==> src/rtl/reg_dump_pkg.sv <==
// reg_dump_pkg: dump sequencer state type and register-file geometry shared with the reg file
package reg_dump_pkg;
    localparam int DEF_PW = 4;
    localparam int DEF_DW = 8;
    typedef enum logic [1:0] {IDLE, FETCH, SEND, DONE} dump_state_t;
endpackage

==> src/rtl/reg_dump_reader.sv <==
// reg_dump_reader: walks a register range through a combinational read port, streams it out, flags stale captures
module reg_dump_reader
    import reg_dump_pkg::*;
#(
    parameter int PW = DEF_PW,
    parameter int DW = DEF_DW
) (
    input  logic          clk,
    input  logic          reset,
    input  logic          start,
    input  logic [PW-1:0] first_addr,
    input  logic [PW-1:0] last_addr,
    input  logic          abort,
    output logic [PW-1:0] rd_addr,
    input  logic [DW-1:0] rd_data,
    input  logic          wr_en,
    input  logic [PW-1:0] wr_addr,
    output logic          out_valid,
    input  logic          out_ready,
    output logic [DW-1:0] out_data,
    output logic [PW-1:0] out_addr,
    output logic          out_last,
    output logic          busy,
    output logic          done,
    output logic          stale
);
    dump_state_t state, state_d;
    logic [PW-1:0] addr, last;
    logic [2**PW-1:0] emitted;

    assign busy    = state != IDLE;
    assign done    = state == DONE;
    assign rd_addr = busy ? addr : '0;

    always_ff @(posedge clk)
        state <= reset ? IDLE : state_d;

    // out_valid is always high in SEND, so out_ready alone completes the handshake there
    always_comb begin
        state_d = abort               ? IDLE :
                  state == IDLE       ? (start ? FETCH : IDLE) :
                  state == FETCH      ? SEND :
                  state == SEND       ? (out_ready ? (out_last ? DONE : FETCH) : SEND) :
                                        IDLE;
    end

    always_ff @(posedge clk) begin
        if (reset) begin
            addr      <= '0;
            last      <= '0;
            emitted   <= '0;
            stale     <= 1'b0;
            out_valid <= 1'b0;
            out_data  <= '0;
            out_addr  <= '0;
            out_last  <= 1'b0;
        end else begin
            if (busy && wr_en && emitted[wr_addr])
                stale <= 1'b1;
            if (abort)
                out_valid <= 1'b0;
            else begin
                case (state)
                    IDLE: if (start) begin
                        addr    <= first_addr;
                        last    <= last_addr;
                        emitted <= '0;
                        stale   <= 1'b0;
                    end
                    FETCH: begin
                        out_data      <= rd_data;
                        out_addr      <= addr;
                        out_last      <= addr == last;
                        emitted[addr] <= 1'b1;
                        out_valid     <= 1'b1;
                    end
                    SEND: if (out_ready) begin
                        out_valid <= 1'b0;
                        if (!out_last)
                            addr <= addr + PW'(1);
                    end
                    default: ;
                endcase
            end
        end
    end
endmodule

==> config.mk <==
export PLATFORM = sky130hd
export DESIGN_NAME = reg_dump_reader
export DESIGN_NICKNAME = d
export VERILOG_FILES = /design/src/rtl/reg_dump_pkg.sv /design/src/rtl/reg_dump_reader.sv
export SDC_FILE = /design/constraint.sdc
export NUM_CORES = 1
export LEC_CHECK = 0
export CORE_UTILIZATION = 60
export CTS_BUF_LIST = sky130_fd_sc_hd__clkbuf_4 sky130_fd_sc_hd__clkbuf_8
export DETAILED_ROUTE_END_ITERATION = 10
export DONT_BUFFER_PORTS = 1
export GPL_TIMING_DRIVEN = 0
export PLACE_DENSITY = 0.76
export RECOVER_POWER = 50
export SYNTH_ARGS = -nofsm -noshare
export SYNTH_HDL_FRONTEND = slang
export SYNTH_SLANG_ARGS = --single-unit
==> constraint.sdc <==
create_clock -name clk -period 3.7 [get_ports clk]
set_clock_uncertainty 0.2 [all_clocks]
set_input_delay 0.925 -clock clk [delete_from_list [all_inputs] [get_ports clk]]
set_output_delay 0.925 -clock clk [all_outputs]
set_load 0.1 [all_outputs]
# Yosys cells after proc, flatten, opt, wreduce, memory -nomap -nowiden
# Index checks and enable logic that the tools add are counted.
# classes
add_sub_neg	1
n_mul	0
div_mod_pow	0
magnitude_cmp	3
eq_ne	7
shifts	0
mux	23
n_bitwise	2
n_reduce_logical	14
# op_table
operator	n
case mux 16 bit (2 select lines)	1
2-to-1 mux 16 bit	1
2-to-1 mux 4 bit	4
OR 16 bit	1
less-than comparator 4 x 5 -> 1 bit (second input constant)	2
2-to-1 mux 2 bit	5
2-to-1 mux 1 bit	8
case mux 4 bit (2 select lines)	1
nonzero test 2 bit	4
!= test 2 bit (second input constant)	3
AND reduction 3 bit	2
AND reduction 5 bit	1
adder 4 x 1 -> 4 bit (second input constant)	1
binary-select mux 1 bit (select 4 bit)	1
demux 1 bit (select 4 bit)	1
== test 2 bit (second input constant)	2
== test 4 bit	1
greater-or-equal comparator 4 x 1 -> 1 bit (second input constant)	1
AND reduction 2 bit	2
logical AND 1 bit	3
== test 2 x 1 -> 1 bit (second input constant)	1
zero test 2 bit	1
case mux 1 bit (2 select lines)	1
OR reduction 2 bit	1
inverter 1 bit	1
# totals
regBits	41
latchBits	0
ram_bits	0
rom_bits	0
inputBits	26
out_inout_bits	21
wordCells	59
mem_count	0

# Logic depth before layout (Yosys ltp)
# depth
depth_word	7
mapped_depth	6
depth_no_buf	5

# Worst setup path after synthesis
# Ideal clock, no wire load.
# synth_path
path_type	register -> output
from	register state[1]
to	output rd_addr[2]
arrival_ns	2.124
t_required_ns	2.575
path_slack_ns	0.451
stages_incl_launch_ff	5
n_path_buf	1
cell_sequence	dfxtp_1 > buf_4 > nor2_1 > inv_1 > and2_1
# synth_between
elab_chain_cells	2
# synth_rtl
element	line	rtl
start, declared	reg_dump_reader.sv:27	dump_state_t state, state_d;
start signal, assigned	reg_dump_reader.sv:36	state <= reset ? IDLE : state_d;
nonzero test 2 bit	reg_dump_reader.sv:31	assign busy = state != IDLE;
named net busy	reg_dump_reader.sv:23	output logic busy,
2-to-1 mux 4 bit	reg_dump_reader.sv:33	assign rd_addr = busy ? addr : '0;
end, declared	reg_dump_reader.sv:14	output logic [PW-1:0] rd_addr,
# The timed path passes the listed nets, and every way through them passes these cells.

# Worst setup path after layout
# layout_path
from	register state[1]
to	output rd_addr[3]
# The elaborated chain is that of the path after synthesis.

==> impl_metrics.json <==
{
  "drc": 0,
  "viasPerCell": 5.74,
  "cp-end-kind": "primary output",
  "grt_pass1_vias": 1521,
  "chipWidth_um": 58.3,
  "grt_pass1_wl_um": 6670,
  "path_cells": "buf_4 > nor2_1 > inv_1 > and2_2",
  "finalWorstSetupSlack_ns": 0.243,
  "area.growth.synth_to_final_pct": 6.79,
  "critPathBufInv": 2,
  "clock.fmax_mhz": 289,
  "globalplace.congestion": 0.824,
  "ant_nets": 0,
  "cap_violations": 1,
  "max_slew_margin_pct": 0.863,
  "drt_iter0_markers": 67,
  "grt_overflow_total": 0,
  "start_kind": "flop",
  "hold_violations": 0,
  "synth_cells": 221,
  "maxSlewViolCount": 0,
  "synth.top_cell.area_share_pct": 43.2,
  "core-area_sq_um": 3030,
  "slowest_stage": "inv_1",
  "start_util_pct": 62.7,
  "cts_tree": "built",
  "arrival_ns": 2.33,
  "synth.largest_area_cell": "dfxtp_1",
  "cp_max_fo": 10,
  "dp_hpwl_um": 3000,
  "synth_seq_cells": 41,
  "cts_sinks": 41,
  "grt_usage_pct": 26.7,
  "avgSynthCellArea_sq_um": 8.59,
  "regToRegStartpoint": "state[0]",
  "pin_count": 47,
  "post_dp_cell_area_sq_um": 1960,
  "fin_area_sq_um": 2030,
  "fin_crit_ns": 3.46,
  "n_antenna_cell": 0,
  "period_share_pct": 93.4,
  "synth_top_cells_by_area": "dfxtp_1 43%, a21oi_1 7.9%, nand2_1 6.3%",
  "cts_max_path_buffers": 2,
  "clk_latency_ns": 0.36,
  "mostFrequentLayoutCells": "41 x dfxtp_1, 32 x nand2_1, 30 x a21oi_1",
  "post_cts_buffers": 0,
  "hold_class": "flop to flop",
  "cp.required_ns": 2.57,
  "dr.pass1.iters": 6,
  "synthesis.area_sq_um": 1900,
  "core.rowCount": 20,
  "clockRootBuffer": "clkbuf_4",
  "dr_total_vias": 1568,
  "crit_family": "buffers and inverters",
  "place_ws_ns": 0.331,
  "status": "finished with violations",
  "rsz0062_at_grt": "no",
  "fin_tns_setup_ns": 0,
  "layout_commonest_cell": "dfxtp_1",
  "synth_cell_types": 39,
  "drt_wl_total_um": 4120,
  "p_leak_nw": 0.757,
  "cp-startpoint": "state[1]",
  "layout-drive-gt1-share_pct": 9.61,
  "numCtsBuffers": 5,
  "yosys_warnings": 0,
  "grt_max_degree": 14,
  "crit_path_max_incr_delay_ns": 0.66,
  "htree_num_levels": 2,
  "wire_per_inst_um": 15.1,
  "antenna_found_initial": 0,
  "nets": 258,
  "async_flop_share_pct": 0,
  "worst_pin_slew_ns": 1.47,
  "worstHoldStart": "emitted[6]",
  "violations": "capacitance limit",
  "die_h_um": 58.3,
  "worstSetupPathType": "flop to primary output",
  "finalSetupViolations": 0,
  "yosys_most_used_dff": "dfxtp_1",
  "synth-edff-count": 0,
  "port_buffers": 0,
  "path_clk_slew_ns": 0.12,
  "die_area_sq_um": 3390,
  "synth_nets": 251,
  "ir_drop_mv": 0.289,
  "p_per_area_nw_per_um2": 432,
  "yosysSeqAreaShare_pct": 43.2
}
logic make-up after synthesis:
logic type,after synthesis,share of synthesized area [%]
AO/OA/AOI/OAI,44,13.6
XOR/XNOR,4,1.84
adder cells (fa/ha/maj),4,2.64
buffers and inverters,17,4.22
flip-flops,41,43.2
multiplexers,12,7.05
AND/OR/NAND/NOR,99,27.5
layout make-up:
class,instances,area (sq um)
tap,44,55.1
buffer,14,61.3
sequential,41,821
clock inverter,2,37.5
multi-input combinational,163,991
clock buffer,6,51.3
fill,259,1000
inverter,3,11.3
routing by layer:
layer,track usage (%),routed length (um),up-vias
met3,9.82,309,7
met5,0,0,-
met4,11.6,68,0
met2,47.3,2080,59
li1,-,-,769
met1,28.4,1660,733
synth_stat cells (2+ instances only):
cell	count
dfxtp_1	41
o21ai_0	3
nor2b_1	3
nand3_1	3
and2_1	5
a31oi_1	4
inv_1	3
buf_4	3
nand2b_1	5
mux2i_1	10
buf_2	3
xor2_1	4
clkbuf_1	7
and2b_1	3
nand2_1	32
nor2_1	29
nand3b_1	3
nand4b_1	2
a21oi_1	30
ha_1	4
nor3_1	3
nor4b_1	4
timing repair:
action,CTS,global route
resized for setup,2,0
endpoints found under the hold margin,0,0
setup endpoints to repair,2,0
hold buffers,0,0
through the flow:
stage / std cells / util (%) / total power [mW] / hold slack, ns
after global routing: 273 / 67.0 / 0.906 / 0.307
after floorplan: 221 / - / 0.560 / 0.231
after detailed placement: 265 / 64.7 / 0.577 / 0.254
after global placement: 265 / 64.5 / 0.574 / 0.248
final: 273 / 67.0 / 0.877 / 0.284
after CTS: 273 / 67.7 / 0.882 / 0.283
worst min-delay path, cell delays in order, from the launching register on:
cell	delay, ns
dfxtp_1	0.35
a21oi_1	0.04
nor2_1	0.07
sequential cells by signal, indices dropped and copies added, names as in the netlist:
| signal | count |
|---|---|
| out_addr | 4 |
| emitted | 16 |
| addr | 4 |
| stale | 1 |
| out_last | 1 |
| state | 2 |
| last | 4 |
| out_data | 8 |
| out_valid | 1 |
path summary, 6_finish.rpt:
kind                            slack, ns          to  depth (start not counted)
worst min-delay path                 0.28  emitted[6]                          2
worst max-delay path                 0.24  rd_addr[3]                          4
worst min register to register       0.28  emitted[6]                          2
worst max register to register       0.86  emitted[7]                          5
power breakdown:
group	switching [mW]	leakage, nW	internal (mW)
logic	0.0553	0.381	0.0297
registers	0.0298	0.332	0.451
clock network	0.150	0.0445	0.161
total	0.235	0.757	0.641
Note: power is estimated with default switching activity, not from simulation.
